===== src/rtl/dff_write_arbiter_if.sv =====
// dff_write_arbiter_if: request/write bus between four requesters and the shared register arbiter
//   req[3:0]        level request per requester, held until its ack
//   wdata[4*W-1:0]  requester i drives slice [i*W +: W]
//   grant[3:0]      one-hot current owner, zero when idle
//   ack[3:0]        one-cycle completion pulse to the owner
//   q, qbar         shared register and its complement
//   busy            arbiter is not idle
//   last_owner      index of the most recently acked requester
//   q_valid         sticky, set once any write has completed
interface dff_write_arbiter_if #(parameter int WIDTH = 8);
  logic [3:0]         req;
  logic [4*WIDTH-1:0] wdata;
  logic [3:0]         grant;
  logic [3:0]         ack;
  logic [WIDTH-1:0]   q;
  logic [WIDTH-1:0]   qbar;
  logic               busy;
  logic [1:0]         last_owner;
  logic               q_valid;
  modport master (output req, wdata, input grant, ack, q, qbar, busy, last_owner, q_valid);
  modport slave  (input req, wdata, output grant, ack, q, qbar, busy, last_owner, q_valid);
endinterface


===== src/rtl/dff_write_arbiter.sv =====
// dff_write_arbiter: round-robin arbiter granting four requesters write access to one shared register
//   clock    rising-edge clock
//   reset_n  asynchronous active-low reset
//   bus      dff_write_arbiter_if slave: req/wdata in; grant/ack/q/qbar/busy/last_owner/q_valid out
module dff_write_arbiter #(
  parameter int WIDTH = 8
) (
  input logic                clock,
  input logic                reset_n,
  dff_write_arbiter_if.slave bus
);
  typedef enum logic [1:0] {IDLE, GRANT, ACK} state_t;
  state_t           state_q, state_d;
  logic [1:0]       ptr_q, ptr_d, win_q, win_d, last_q, last_d, pick;
  logic [3:0]       grant_q, grant_d, ack_q, ack_d;
  logic [WIDTH-1:0] q_q, q_d;
  logic             valid_q, valid_d;
  // first set request at or after ptr, wrapping modulo 4; descending scan so the nearest wins
  always_comb begin
    pick = ptr_q;
    for (int k = 3; k >= 0; k--)
      if (bus.req[ptr_q + 2'(k)]) pick = ptr_q + 2'(k);
  end
  always_comb begin
    state_d = state_q;
    ptr_d   = ptr_q;
    win_d   = win_q;
    last_d  = last_q;
    grant_d = grant_q;
    ack_d   = ack_q;
    q_d     = q_q;
    valid_d = valid_q;
    if (state_q == IDLE && |bus.req) begin
      win_d   = pick;
      grant_d = 4'b1 << pick;
      state_d = GRANT;
    end else if (state_q == GRANT) begin
      q_d     = bus.wdata[win_q*WIDTH +: WIDTH];
      ack_d   = grant_q;
      state_d = ACK;
    end else if (state_q == ACK) begin
      ack_d   = '0;
      grant_d = '0;
      ptr_d   = win_q + 2'd1;
      last_d  = win_q;
      valid_d = 1'b1;
      state_d = IDLE;
    end
  end
  always_ff @(posedge clock or negedge reset_n) begin
    if (!reset_n) begin
      state_q <= IDLE;
      ptr_q   <= '0;
      win_q   <= '0;
      last_q  <= '0;
      grant_q <= '0;
      ack_q   <= '0;
      q_q     <= '0;
      valid_q <= 1'b0;
    end else begin
      state_q <= state_d;
      ptr_q   <= ptr_d;
      win_q   <= win_d;
      last_q  <= last_d;
      grant_q <= grant_d;
      ack_q   <= ack_d;
      q_q     <= q_d;
      valid_q <= valid_d;
    end
  end
  assign bus.grant      = grant_q;
  assign bus.ack        = ack_q;
  assign bus.q          = q_q;
  assign bus.qbar       = ~q_q;
  assign bus.busy       = state_q != IDLE;
  assign bus.last_owner = last_q;
  assign bus.q_valid    = valid_q;
endmodule

===== src/flat_wrapper.sv =====
// flat-port wrapper written by rule: the top's interface ports become plain ports
module dff_write_arbiter_flat 
#(
  parameter int WIDTH = 8
)
  (clock, reset_n, bus_req, bus_wdata, bus_grant, bus_ack, bus_q, bus_qbar, bus_busy, bus_last_owner, bus_q_valid);
  dff_write_arbiter_if #(.WIDTH(WIDTH)) bus_i ();
  input logic clock;
  input logic reset_n;
  input wire logic [$bits(bus_i.req)-1:0] bus_req;
  input wire logic [$bits(bus_i.wdata)-1:0] bus_wdata;
  output wire logic [$bits(bus_i.grant)-1:0] bus_grant;
  output wire logic [$bits(bus_i.ack)-1:0] bus_ack;
  output wire logic [$bits(bus_i.q)-1:0] bus_q;
  output wire logic [$bits(bus_i.qbar)-1:0] bus_qbar;
  output wire logic [$bits(bus_i.busy)-1:0] bus_busy;
  output wire logic [$bits(bus_i.last_owner)-1:0] bus_last_owner;
  output wire logic [$bits(bus_i.q_valid)-1:0] bus_q_valid;
  assign bus_i.req = bus_req;
  assign bus_i.wdata = bus_wdata;
  assign bus_grant = bus_i.grant;
  assign bus_ack = bus_i.ack;
  assign bus_q = bus_i.q;
  assign bus_qbar = bus_i.qbar;
  assign bus_busy = bus_i.busy;
  assign bus_last_owner = bus_i.last_owner;
  assign bus_q_valid = bus_i.q_valid;
  dff_write_arbiter #(.WIDTH(WIDTH)) u_core (.clock(clock), .reset_n(reset_n), .bus(bus_i));
endmodule

===== config.mk =====
export PLATFORM = sky130hd
export DESIGN_NAME = dff_write_arbiter_flat
export DESIGN_NICKNAME = d
export VERILOG_FILES = /design/src/rtl/dff_write_arbiter_if.sv /design/src/rtl/dff_write_arbiter.sv /design/src/flat_wrapper.sv
export SDC_FILE = /design/constraint.sdc
export NUM_CORES = 1
export LEC_CHECK = 0
export BUFFER_PORTS_ARGS = -buffer_cell sky130_fd_sc_hd__buf_2
export CAP_MARGIN = 15
export CORE_ASPECT_RATIO = 1.25
export CORE_MARGIN = 4
export CORE_UTILIZATION = 45
export CTS_CLUSTER_DIAMETER = 100
export CTS_CLUSTER_SIZE = 25
export DETAILED_ROUTE_END_ITERATION = 8
export HOLD_SLACK_MARGIN = 0.12
export MAX_ROUTING_LAYER = met4
export PLACE_DENSITY_LB_ADDON = 0.1
export SLEW_MARGIN = 20
export SYNTH_ARGS = -nofsm -noshare
export SYNTH_HDL_FRONTEND = slang
export SYNTH_SLANG_ARGS = --single-unit

===== constraint.sdc =====
create_clock -name clock -period 1.7 [get_ports clock]
set_input_delay 0.51 -clock clock [delete_from_list [all_inputs] [get_ports clock]]
set_output_delay 0.51 -clock clock [all_outputs]
set_load 0.1 [all_outputs]

==> qor.yml <==
timing:
  slew_headroom: 0.635
  fin_ws_ns: -0.0506
  setup_viol: 1
  finalMaxSlewViolations: 0
  min_period_ns: 1.75
  rsz0062_at_grt: "yes"
  max_freq_ghz: 0.571
  finalHoldViolations: 0
  fin_crit_sh: 1.03
  worst_pin_slew_ns: 0.548
  clock_skew_ns: 0.00274
finish:
  final_area_um2: 2020
  final_nets: 243
  final_common_cell: "buf_2"
  layout-drive-gt1-share: 0.575
  layout_common_cells: "buf_2 (44), nand2_1 (21), buf_4 (21), o21ai_0 (17), dfrtp_1 (17)"
  antenna_cells: 0
  syn2layout_area_growth_pct: 53.6
logic_synthesis:
  synthDistinctLibCells: 27
  synth_seq_cells: 25
  syn_nets: 166
  ys_seq_area_frac: 0.476
  synth_area_um2: 1310
  synthCells: 124
  syn_area_per_cell_um2: 10.6
  yosys_warnings: 0
global_routing:
  use_met2: 0.370
  overflow: 0
  met1_usage: 0.199
  grt_util_met3: 0.0434
  grt_pass1_vias: 1206
  grt_use_total: 0.196
  grt_pass1_wl_mm: 5.65
  grt_max_degree: 26
  antenna_found_initial: 0
  busiest_layer: "met2"
status:
  status: "finished with violations"
  violations: "setup timing"
power:
  ir_drop_uv: 425
  powerDensity_nw_per_um2: 474
  intPower_w: 0.000737
  switching_share: 0.230
  total_power_w: 0.000958
  switchingPower_w: 0.000220
  p_seq_frac: 0.621
  power_frac_clock: 0.285
  combPwrFrac: 0.095
  p_leak_nw: 0.891
floorplan:
  die_height_um: 68.4
  row_count: 21
  core_um2: 2730
  io_pins: 66
  chipWidth_um: 56.3
  start_util: 0.481
  dieArea_um2: 3850
setup_path:
  endpoint_kind: "primary output"
  r2r-start: "u_core.state_q[0]"
  critical_path_required_ns: 1.19
  worstSetupPathType: "reg2out"
  reg2reg_depth: 8
  timing.rr.end: "u_core.bus.grant[0]"
  cp.arrival_ns: 1.24
  reg2reg_slack_ns: 0.08
  cp-start-kind: "flip-flop"
  cp_max_fo: 2
run:
  max-cap-violations: 0
detailed_routing:
  routedWlPerCell_um: 14.6
  drt-total-wl_mm: 3.42
  drtPass1Iterations: 4
  route.vias.total: 1192
  drc: 0
  viasPerCell: 5.09
  drtAntennaViolNets: 0
  dr.first_iter.drc_count: 57
clock_network:
  htree_levels: 1
  cts_tree: "built"
  root_buffer: "clkbuf_4"
  cts.sinks: 25
  numCtsBuffers: 3
  cts_hold_buf: 0
  clockBufferDepth: 2
  clock_latency_ns: 0.32
  clk_pin_slew_worst_paths_ns: 0.14
placement:
  hpwl_mm: 2.69
  gp_congestion: 0.786
  placed_cell_area_um2: 1900
  io_buffers: 65
  place_ws_ns: -0.0241
worst_hold_path:
  min_path_type: "in2async"
## routing by layer
metal | vias to the layer above | part of all wire | wire length, µm
li1 | 581 | - | -
met1 | 565 | 0.38 | 1300
met2 | 42 | 0.54 | 1830
met3 | 4 | 0.071 | 244
met4 | 0 | 0.012 | 42
met5 | - | 0 | 0
## synthesized netlist by cell type, drive strengths merged
| cell type | n | area share |
|---|---|---|
| or2 | 1 | 0.0048 |
| o41ai | 3 | 0.026 |
| inv | 13 | 0.037 |
| nand2b | 1 | 0.0048 |
| a21oi | 3 | 0.011 |
| nor2 | 7 | 0.020 |
| ha | 4 | 0.038 |
| o22a | 1 | 0.0067 |
| a32o | 2 | 0.015 |
| buf | 3 | 0.013 |
| o22ai | 1 | 0.0048 |
| dfrtp | 25 | 0.48 |
| nor2b | 1 | 0.0048 |
| a221o | 1 | 0.0076 |
| o211ai | 1 | 0.0057 |
| a21o | 1 | 0.0057 |
| a211o | 1 | 0.0076 |
| clkbuf | 3 | 0.0086 |
| mux2 | 2 | 0.017 |
| xnor2 | 1 | 0.0067 |
| nand2 | 22 | 0.065 |
| and2b | 2 | 0.011 |
| mux4 | 8 | 0.14 |
| o21ai | 17 | 0.065 |
## area by class of cell
class	instances	area [µm²]
multi-input cells	80	623
repair buffers	78	588
well taps	34	42.5
inverters	13	82.6
fillers	213	714
flip-flops and latches	25	656
clock buffers	4	26.3
## power groups by stage
stage	Clock, W	Sequential (W)	Combinational, W
2_1_floorplan	0	0.000606	0.0000290
3_3_place_gp	0	0.000606	0.0000853
3_5_place_dp	0	0.000606	0.0000913
4_1_cts	0.000277	0.000594	0.0000919
5_1_grt	0.000305	0.000595	0.000102
6_report	0.000273	0.000594	0.0000905
## state kept, by name (all words and copies together), names as in the netlist
register	count
u_core.bus.ack	4
u_core.bus.grant	4
u_core.bus.last_owner	2
u_core.bus.q	8
u_core.bus.q_valid	1
u_core.ptr_q	2
u_core.state_q	2
u_core.win_q	2
## worst max-delay path, stage by stage, from the launching register on
cell        delay, ns
dfrtp_1          0.42
inv_2            0.09
ha_4             0.15
clkinvlp_4       0.09
buf_12           0.17
## cell families after synthesis
family                   Yosys count  share of synthesized area
AND/OR/NAND/NOR                   34                      0.110
AO/OA/AOI/OAI                     31                      0.155
flip-flops                        25                      0.476
buffers and inverters             19                     0.0591
multiplexers                      10                      0.154
adder cells (fa/ha/maj)            4                     0.0381
XOR/XNOR                           1                    0.00667
## what timing repair did
| item | in CTS | in global routing |
|---|---|---|
| pin swaps | 1 | 1 |
| setup buffers | 4 | 3 |
| resized for setup | 12 | 4 |
| setup endpoints to repair | 9 | 5 |
## stage by stage
| step | setup TNS, ns | util | hold slack (ns) | cells |
|---|---|---|---|---|
| 6_report | -0.0506 | 0.739 | 0.151 | 234 |
| 5_1_grt | -0.0976 | 0.739 | 0.180 | 234 |
| 4_1_cts | -0.0360 | 0.727 | 0.169 | 231 |
| 3_5_place_dp | -0.0349 | 0.694 | 0.461 | 223 |
| 3_3_place_gp | 0 | 0.694 | 0.448 | 223 |
| 2_1_floorplan | 0 | - | 0.214 | 124 |
## worst max path at each step
| stage | startpoint | endpoint | slack, ns | cells after the start |
|---|---|---|---|---|
| after floorplan | u_core.bus.q[0] | bus_qbar[0] | 0.08 | 1 |
| after global placement | bus_req[2] | u_core.bus.grant[1] | 0.06 | 5 |
| after detailed placement | bus_req[2] | u_core.bus.grant[0] | -0.02 | 5 |
| after CTS | u_core.state_q[1] | bus_busy | -0.04 | 4 |
| after global routing | u_core.state_q[0] | bus_busy | -0.09 | 4 |
| final | u_core.state_q[0] | bus_busy | -0.05 | 4 |
Note: power is estimated with default switching activity, not from simulation.
